**config.mk**
```make
export PLATFORM = sky130hd
export DESIGN_NAME = instr_fetch_unit_flat
export DESIGN_NICKNAME = d
export VERILOG_FILES = /design/src/rtl/instr_fetch_unit_if.sv /design/src/rtl/instr_fetch_unit.sv /design/src/flat_wrapper.sv
export SDC_FILE = /design/constraint.sdc
export NUM_CORES = 1
export LEC_CHECK = 0
export CORE_MARGIN = 3
export CORE_UTILIZATION = 30
export CTS_BUF_LIST = sky130_fd_sc_hd__clkbuf_8
export DETAILED_ROUTE_END_ITERATION = 8
export SETUP_SLACK_MARGIN = 0.02
export SLEW_MARGIN = 30
export SYNTH_ARGS = -nofsm -noshare
export SYNTH_HDL_FRONTEND = slang
export SYNTH_SLANG_ARGS = --single-unit
```
**constraint.sdc**
```tcl
create_clock -name clk -period 3.2 [get_ports clk]
set_input_delay 0.96 -clock clk [delete_from_list [all_inputs] [get_ports clk]]
set_output_delay 0.96 -clock clk [all_outputs]
set_load 0.01 [all_outputs]
```
**src/rtl/instr_fetch_unit_if.sv**
```systemverilog
// Instruction-memory read port shared by the fetch stage and the memory.
//   req   : fetch request, held high until ack
//   addr  : word address of the request, stable while req is high
//   rdata : instruction word, valid in the ack cycle
//   ack   : one-cycle read-complete strobe
// master = fetch unit, slave = instruction memory.
interface instr_fetch_unit_if #(
  parameter int PC_W = 32
);
  logic            req;
  logic [PC_W-1:0] addr;
  logic [31:0]     rdata;
  logic            ack;

  modport master (
    output req,
    output addr,
    input  rdata,
    input  ack
  );

  modport slave (
    input  req,
    input  addr,
    output rdata,
    output ack
  );
endinterface

```
**src/rtl/instr_fetch_unit.sv**
```systemverilog
// Program counter and instruction fetch stage of the MIPS core.
// Fetches one word per instruction over the imem req/ack port, holds it for
// the decoder, and advances the PC when the datapath retires the instruction.
// Ports:
//   clk, rst_n   : rising-edge clock, asynchronous active-low reset
//   pc_src       : next-PC select (11 PC+1, 01 jump, 10 rs, 00 branch)
//   rs_data      : register rs value, JR/JALR target
//   retire       : held instruction completes this cycle
//   imem         : instruction-memory port (master side)
//   instr        : held instruction word
//   opcode/funct : instr[31:26] / instr[5:0]
//   instr_valid  : instr, opcode, funct and pc are valid for execution
//   pc, pc_plus1 : address of the held instruction and its successor
module instr_fetch_unit #(
  parameter int              PC_W     = 32,
  parameter logic [PC_W-1:0] RESET_PC = '0
) (
  input  logic                clk,
  input  logic                rst_n,
  input  logic [1:0]          pc_src,
  input  logic [31:0]         rs_data,
  input  logic                retire,
  instr_fetch_unit_if.master  imem,
  output logic [31:0]         instr,
  output logic [5:0]          opcode,
  output logic [5:0]          funct,
  output logic                instr_valid,
  output logic [PC_W-1:0]     pc,
  output logic [PC_W-1:0]     pc_plus1
);

  typedef enum logic [1:0] {
    IDLE  = 2'd0,
    FETCH = 2'd1,
    HOLD  = 2'd2
  } state_t;

  state_t          state_reg, state_next;
  logic [PC_W-1:0] pc_reg, pc_next;
  logic [31:0]     instr_reg, instr_next;
  logic            valid_reg, valid_next;
  logic            req_reg, req_next;
  logic [PC_W-1:0] addr_reg, addr_next;
  logic [PC_W-1:0] target_pc;

  assign pc_plus1 = pc_reg + 1'b1;

  // Branch offset is taken relative to the successor, as in MIPS.
  always_comb begin
    target_pc = pc_plus1;
    case (pc_src)
      2'b11:   target_pc = pc_plus1;
      2'b01:   target_pc = {pc_plus1[PC_W-1:26], instr_reg[25:0]};
      2'b10:   target_pc = rs_data[PC_W-1:0];
      default: target_pc = pc_plus1 + {{(PC_W-16){instr_reg[15]}}, instr_reg[15:0]};
    endcase
  end

  always_comb begin
    state_next = state_reg;
    pc_next    = pc_reg;
    instr_next = instr_reg;
    valid_next = valid_reg;
    req_next   = req_reg;
    addr_next  = addr_reg;
    case (state_reg)
      IDLE: begin
        state_next = FETCH;
        req_next   = 1'b1;
        addr_next  = pc_reg;
      end
      FETCH: begin
        // req/addr stay as registered until the ack arrives.
        if (imem.ack) begin
          state_next = HOLD;
          instr_next = imem.rdata;
          req_next   = 1'b0;
          valid_next = 1'b1;
        end
      end
      HOLD: begin
        // Acks are ignored here; pc_src/rs_data only matter on retire.
        if (retire && valid_reg) begin
          state_next = FETCH;
          pc_next    = target_pc;
          valid_next = 1'b0;
          req_next   = 1'b1;
          addr_next  = target_pc;
        end
      end
      default: begin
        state_next = IDLE;
      end
    endcase
  end

  always_ff @(posedge clk or negedge rst_n) begin
    if (!rst_n) begin
      state_reg <= IDLE;
      pc_reg    <= RESET_PC;
      instr_reg <= '0;
      valid_reg <= 1'b0;
      req_reg   <= 1'b0;
      addr_reg  <= RESET_PC;
    end else begin
      state_reg <= state_next;
      pc_reg    <= pc_next;
      instr_reg <= instr_next;
      valid_reg <= valid_next;
      req_reg   <= req_next;
      addr_reg  <= addr_next;
    end
  end

  assign imem.req    = req_reg;
  assign imem.addr   = addr_reg;
  assign instr       = instr_reg;
  assign opcode      = instr_reg[31:26];
  assign funct       = instr_reg[5:0];
  assign instr_valid = valid_reg;
  assign pc          = pc_reg;

endmodule

```
**src/flat_wrapper.sv**
```systemverilog
// flat-port wrapper written by rule: the top's interface ports become plain ports
module instr_fetch_unit_flat 
#(
  parameter int              PC_W     = 32,
  parameter logic [PC_W-1:0] RESET_PC = '0
)
  (clk, rst_n, pc_src, rs_data, retire, instr, opcode, funct, instr_valid, pc, pc_plus1, imem_req, imem_addr, imem_rdata, imem_ack);
  instr_fetch_unit_if #(.PC_W(PC_W)) imem_i ();
  input  logic clk;
  input  logic rst_n;
  input  logic [1:0] pc_src;
  input  logic [31:0] rs_data;
  input  logic retire;
  output logic [31:0] instr;
  output logic [5:0] opcode;
  output logic [5:0] funct;
  output logic instr_valid;
  output logic [PC_W-1:0] pc;
  output logic [PC_W-1:0] pc_plus1;
  output wire logic [$bits(imem_i.req)-1:0] imem_req;
  output wire logic [$bits(imem_i.addr)-1:0] imem_addr;
  input wire logic [$bits(imem_i.rdata)-1:0] imem_rdata;
  input wire logic [$bits(imem_i.ack)-1:0] imem_ack;
  assign imem_req = imem_i.req;
  assign imem_addr = imem_i.addr;
  assign imem_i.rdata = imem_rdata;
  assign imem_i.ack = imem_ack;
  instr_fetch_unit #(.PC_W(PC_W), .RESET_PC(RESET_PC)) u_core (.clk(clk), .rst_n(rst_n), .pc_src(pc_src), .rs_data(rs_data), .retire(retire), .imem(imem_i), .instr(instr), .opcode(opcode), .funct(funct), .instr_valid(instr_valid), .pc(pc), .pc_plus1(pc_plus1));
endmodule
```
# Yosys cells after proc, flatten, opt, wreduce, memory -nomap -nowiden
# Cells that the tools add are included.
# Widths: inputs -> output; s select.
[classes]
addsub = 2
n_mul = 0
n_div = 0
n_lt_le_gt_ge = 0
n_eq_ne = 7
shift = 0
n_mux = 12
n_bitwise = 0
reduce_logical = 11
[op_table]
columns = ["cell", "count"]
rows = [
  ["$pmux 32 s3", 1],
  ["$pmux 32 s2", 1],
  ["$add 32x1->32 const B", 1],
  ["$add 32x32->32", 1],
  ["$mux 32", 1],
  ["$reduce_and 2->1", 4],
  ["$eq 2x2->1 const B", 3],
  ["$pmux 2 s3", 1],
  ["$reduce_and 3->1", 2],
  ["$eq 2x1->1 const B", 2],
  ["$mux 1", 4],
  ["$mux 2", 2],
  ["$reduce_bool 2->1", 2],
  ["$pmux 1 s3", 1],
  ["$reduce_bool 3->1", 1],
  ["$logic_not 2->1", 1],
  ["$ne 2x1->1 const B", 1],
  ["$ne 2x2->1 const B", 1],
  ["$pmux 1 s2", 1],
  ["$logic_and 1x1->1", 1],
]
[word_totals]
regBits = 100
latchBits = 0
ram_bits = 0
romBits = 0
in_bits = 70
out_inout_bits = 142
elab_cells = 38
memories = 0

# Depth between registers and ports, before layout
[depth]
depth_word = 5
ltp_mapped = 19
depth_no_buf = 17

# Least setup slack after synthesis
# Ideal clock, no wire load.
[synth_timing]
kind = "register to register"
startpoint = "register u_core.pc_reg[3] (netlist: u_core.pc[3])"
endpoint = "register u_core.pc_reg[24] (netlist: u_core.pc[24])"
setup_ns = 0.083
t_arrival_ns = 3.637
required_time_ns = 3.117
slack_ns = -0.520
stages_incl_launch_ff = 18
path_buffers = 1
period_less_slack_ns = 3.720
cell_sequence = "dfrtp_1 > buf_4 > and4_4 > nand4_4 > nor3_1 > nand2_1 > xnor2_1 > ha_1 > a21o_1 > a21oi_1 > o211a_1 > nand3_1 > a2111oi_0 > nor2_1 > and3_1 > a31oi_1 > o311ai_0 > o21ai_0"
[synth_between]
elab_chain_len = 3
[synth_rtl]
columns = ["element", "line", "source"]
rows = [
  ["from (decl)", "instr_fetch_unit.sv:39", "logic [PC_W-1:0] pc_reg, pc_next;"],
  ["from (signal assigned)", "instr_fetch_unit.sv:107", "pc_reg <= pc_next;"],
  ["$add 32x1->32", "instr_fetch_unit.sv:46", "assign pc_plus1 = pc_reg + 1'b1;"],
  ["via pc_plus1[15]", "flat_wrapper.sv:19", "output logic [PC_W-1:0] pc_plus1;"],
  ["$add 32x32->32", "instr_fetch_unit.sv:55", "default: target_pc = pc_plus1 + {{(PC_W-16){instr_reg[15]}}, instr_reg[15:0]};"],
  ["$pmux 32 s3", "instr_fetch_unit.sv:51", "case (pc_src)"],
]
# The timed path passes the listed nets, and every way through them passes these cells.
# A chain may end at the register's enable or synchronous reset.

# Final worst setup path
[layout_timing]
startpoint = "register u_core.pc_reg[3] (netlist: u_core.pc[3])"
endpoint = "register u_core.addr_reg[25] (netlist: u_core.imem.addr[25])"
[layout_between]
elab_chain_len = 5
[layout_rtl]
columns = ["element", "line", "source"]
rows = [
  ["$add 32x1->32 *", "instr_fetch_unit.sv:46", ""],
  ["$add 32x32->32", "instr_fetch_unit.sv:55", ""],
  ["$pmux 32 s3 *", "instr_fetch_unit.sv:51", ""],
  ["$mux 32 *", "instr_fetch_unit.sv:83", "if (retire && valid_reg) begin"],
  ["$pmux 32 s2 *", "instr_fetch_unit.sv:66", "case (state_reg)"],
  ["to (signal assigned)", "instr_fetch_unit.sv:111", "addr_reg <= addr_next;"],
  ["to (decl)", "instr_fetch_unit.sv:43", "logic [PC_W-1:0] addr_reg, addr_next;"],
]
# Every way passes the cells marked *; elsewhere a longest branch is shown, timed or not. The select of a mux whose other input is x is not followed.

==> key figures <==
Timing
  • Worst Skew: 0.009395 ns
  • Hold Worst Slack: 0.4878 ns
  • Fin. Hold Viols: 0
  • Crit path time final: 3.689 ns
  • Final setup viols: 50
  • Max_slew headroom: 0.3445
  • Final setup margin: -0.4893 ns
  • Worst slew pin tran: 0.9796 ns
  • Setup TNS: -15.89 ns
  • Final worst path period share: 1.153
  • Max-slew violation count: 0
  • F_max: 271.1 MHz
  • RSZ-0062 raised after global routing: true

Final layout
  • Fin nets: 1287
  • Finished Core Util: 0.5468
  • Layout Area Growth over Synthesis: 76.80%
  • Layout cells sized above 1: 0.4125
  • Non-filler cells, final: 1496
  • Final Instance Area: 0.01257 sq mm
  • Antenna cells: 0

Clock network
  • Clk slew on worst S/H paths: 0.12 ns
  • Clk root buf: clkbuf_8
  • CTS tree: yes
  • Clock Tree Buf Depth: 2
  • CTS H-tree depth: 3
  • Worst-Skew Late Latency: 0.40 ns
  • CTS Buf Count: 9
  • Clk sinks: 100

Global routing
  • GRT overflow: 0
  • Total track usage: 0.2212
  • Vias in the first global route: 7685
  • Initial antenna violation count: 0
  • Pin count of the biggest net entering global routing: 42
  • First-pass GRT wire length: 44680 um

Yosys
  • Post-synthesis mux area share: 0.1199
  • Number of synthesized flops with an enable pin: 0
  • Post-synth top flop: dfrtp_1
  • Cell taking the most area after synthesis: dfrtp_1
  • Post-Synth Adder-Cell Area: 0.06971
  • Main combinational cell family by area after synthesis: compound AO/OA/AOI/OAI gates
  • Most common cell in the netlist: nand2_1
  • Synthesized area: 0.007108 sq mm
  • Average size of a mapped cell: 9.195 sq um
  • Netlist cell types: 66
  • Post-synthesis xor/xnor area fraction: 0.06531
  • Gate Count Post-Synth: 773
  • Simple logic cell fraction of the synthesized area: 0.1672
  • Synth top area share: 0.3521
  • Asr flop ratio synth: 1.000
  • Syn nets: 882
  • Synth top area cells: dfrtp_1, ha_1, nand2_1
  • Syn. warnings: 0
  • #FFs+latches synth: 100
  • Top cells by count, synth: nand2_1, dfrtp_1, o21ai_0, a21oi_1, nor2_1
  • Sequential area share after synthesis: 0.3521
  • Synth Area in Compound Gates: 0.1753

Placement
  • DPL Wire Length: 22430 um
  • Dpl cell area: 0.01112 sq mm
  • PortBufs: 211
  • Cells after DPL: 1441
  • Global placement routability congestion: 0.9009

Setup path
  • CP max FO: 4
  • Worst setup EP type: flip-flop
  • Critical path type: flip-flop to flip-flop
  • Critical path launch point type: flip-flop
  • CP Data Required Time: 3.49 ns
  • Arr. time, crit path: 3.98 ns

Routing
  • Drt wl/cell: 19.77 um
  • Final WL: 29570 um
  • Drt first-iter violations: 531
  • Routed Antenna Nets: 0
  • Drt drc: 0
  • Vias per std cell: 5.214
  • Vias: 7800
  • Pre-Repair DR Iteration Count: 5

Power and ir drop
  • Power per cell area: 1224 mW/mm^2
  • Leak pwr: 5.582 nW
  • Switch share: 0.4430
  • Combinational fraction of design power: 0.780
  • Clock power share: 0.055
  • VDD IR max: 0.4791 mV
  • Sequential power share: 0.165
  • Switching power: 6.815 mW
  • Internal: 8.567 mW

Floorplanning
  • Die area: 0.02558 sq mm
  • Die H: 159.9 um
  • Row Count: 55
  • IO Pins: 212
  • Core ar.: 0.02298 sq mm
  • Initial Util: 0.3093
  • Die width: 159.9 um

Status
  • Violated checks: negative setup slack
  • Status: finished, violations left

Worst hold path
  • Worst hold path type: flip-flop to flip-flop

Job
  • Max-Cap Viols: 0
-- power by group through the flow --
| stage | Combinational [mW] | Sequential, mW | Clock (mW) |
|---|---|---|---|
| floorplan | 4.72 | 2.79 | 0 |
| global route | 12.8 | 2.63 | 0.900 |
| global placement | 10.1 | 2.52 | 0 |
| finish | 12.0 | 2.54 | 0.842 |
| detailed placement | 10.1 | 2.53 | 0 |
| CTS | 11.3 | 2.52 | 0.862 |
-- layout by cell type (no fill, tap or decap), types with 7 or more instances in the layout --
master,Yosys,layout
nor2_1,44,32
nand4_1,15,15
inv_1,11,10
nor2_2,0,7
xor2_1,17,12
mux2i_1,12,11
clkbuf_8,4,9
o22ai_1,21,21
mux2_2,37,35
nand2_2,2,7
o21ai_0,57,23
o21ai_1,1,19
xnor2_2,0,14
buf_6,0,30
ha_4,0,12
a21o_1,19,19
dfrtp_1,100,96
a21oi_2,0,15
xnor2_1,36,16
clkdlybuf4s50_1,0,182
buf_4,13,208
mux4_2,14,14
nand3_1,23,14
ha_1,38,23
a21oi_1,55,36
o21ai_2,0,14
nand2_1,115,107
-- area by class of cell --
class / count / area (sq um)
fill: 2005 / 10420
multi-input combinational: 609 / 5403
timing repair buffer: 446 / 4025
sequential: 100 / 2507
tap: 313 / 391.6
clock buffer: 9 / 123.9
clock inverter: 7 / 71.32
inverter: 12 / 45.04
-- critical path, stage by stage, from the launching register on --
cell      delay [ns]
dfrtp_1         0.36
and4_4          0.25
nand4_4         0.12
buf_6           0.17
nor2_4          0.11
nand2_2         0.12
xnor2_2         0.19
ha_1            0.40
nand3_1         0.20
buf_4           0.19
nor2_2          0.11
a31oi_4         0.11
o311a_4         0.35
buf_4           0.15
o31ai_4         0.16
xor2_1          0.11
a221oi_2        0.23
buf_4           0.18
a21oi_2         0.05
-- per-layer routing --
| layer | up-vias | GRT usage | share of wire |
|---|---|---|---|
| met1 | 3786 | 0.3137 | 0.44 |
| met4 | 0 | 0.06509 | 0.025 |
| met3 | 45 | 0.04176 | 0.076 |
| met2 | 347 | 0.3438 | 0.46 |
| li1 | 3622 | - | - |
| met5 | - | 0 | 0 |
-- path summary, 6_finish.rpt --
check	depth (start not counted)	slack, ns	to	start
worst max-delay path	18	-0.49	u_core.imem.addr[25]	u_core.pc[3]
worst min-delay path	2	0.49	u_core.imem.addr[7]	u_core.imem.addr[7]
worst max register to register	18	-0.49	u_core.imem.addr[25]	u_core.pc[3]
worst min register to register	2	0.49	u_core.imem.addr[7]	u_core.imem.addr[7]
max in group asynchronous	2	1.96	u_core.imem.addr[0]	rst_n
min in group asynchronous	1	0.53	u_core.instr[26]	rst_n
-- kinds of logic after synthesis --
kind of cell,Yosys count
buffers and inverters,64
and+or+nand+nor,251
AOI/OAI and AO/OA,203
xor gates and xnor gates,53
adders and majority gates,39
muxes,63
DFF,100
-- stage by stage --
stage	setup WS [ns]	total power [mW]
floorplan	-0.3119	7.514
global placement	-0.6544	12.60
detailed placement	-0.6516	12.65
CTS	-0.4750	14.64
global route	-0.7038	16.32
finish	-0.4893	15.38
-- what timing repair did --
item / 4_1_cts / 5_1_grt
resized for setup: 214 / 84
endpoints found under the hold margin: 0 / 0
setup endpoints to repair: 73 / 79
setup buffers: 32 / 14
pin swaps: 68 / 60
hold buffers: 0 / 0
No activity file was read; power rests on OpenSTA's default activity.
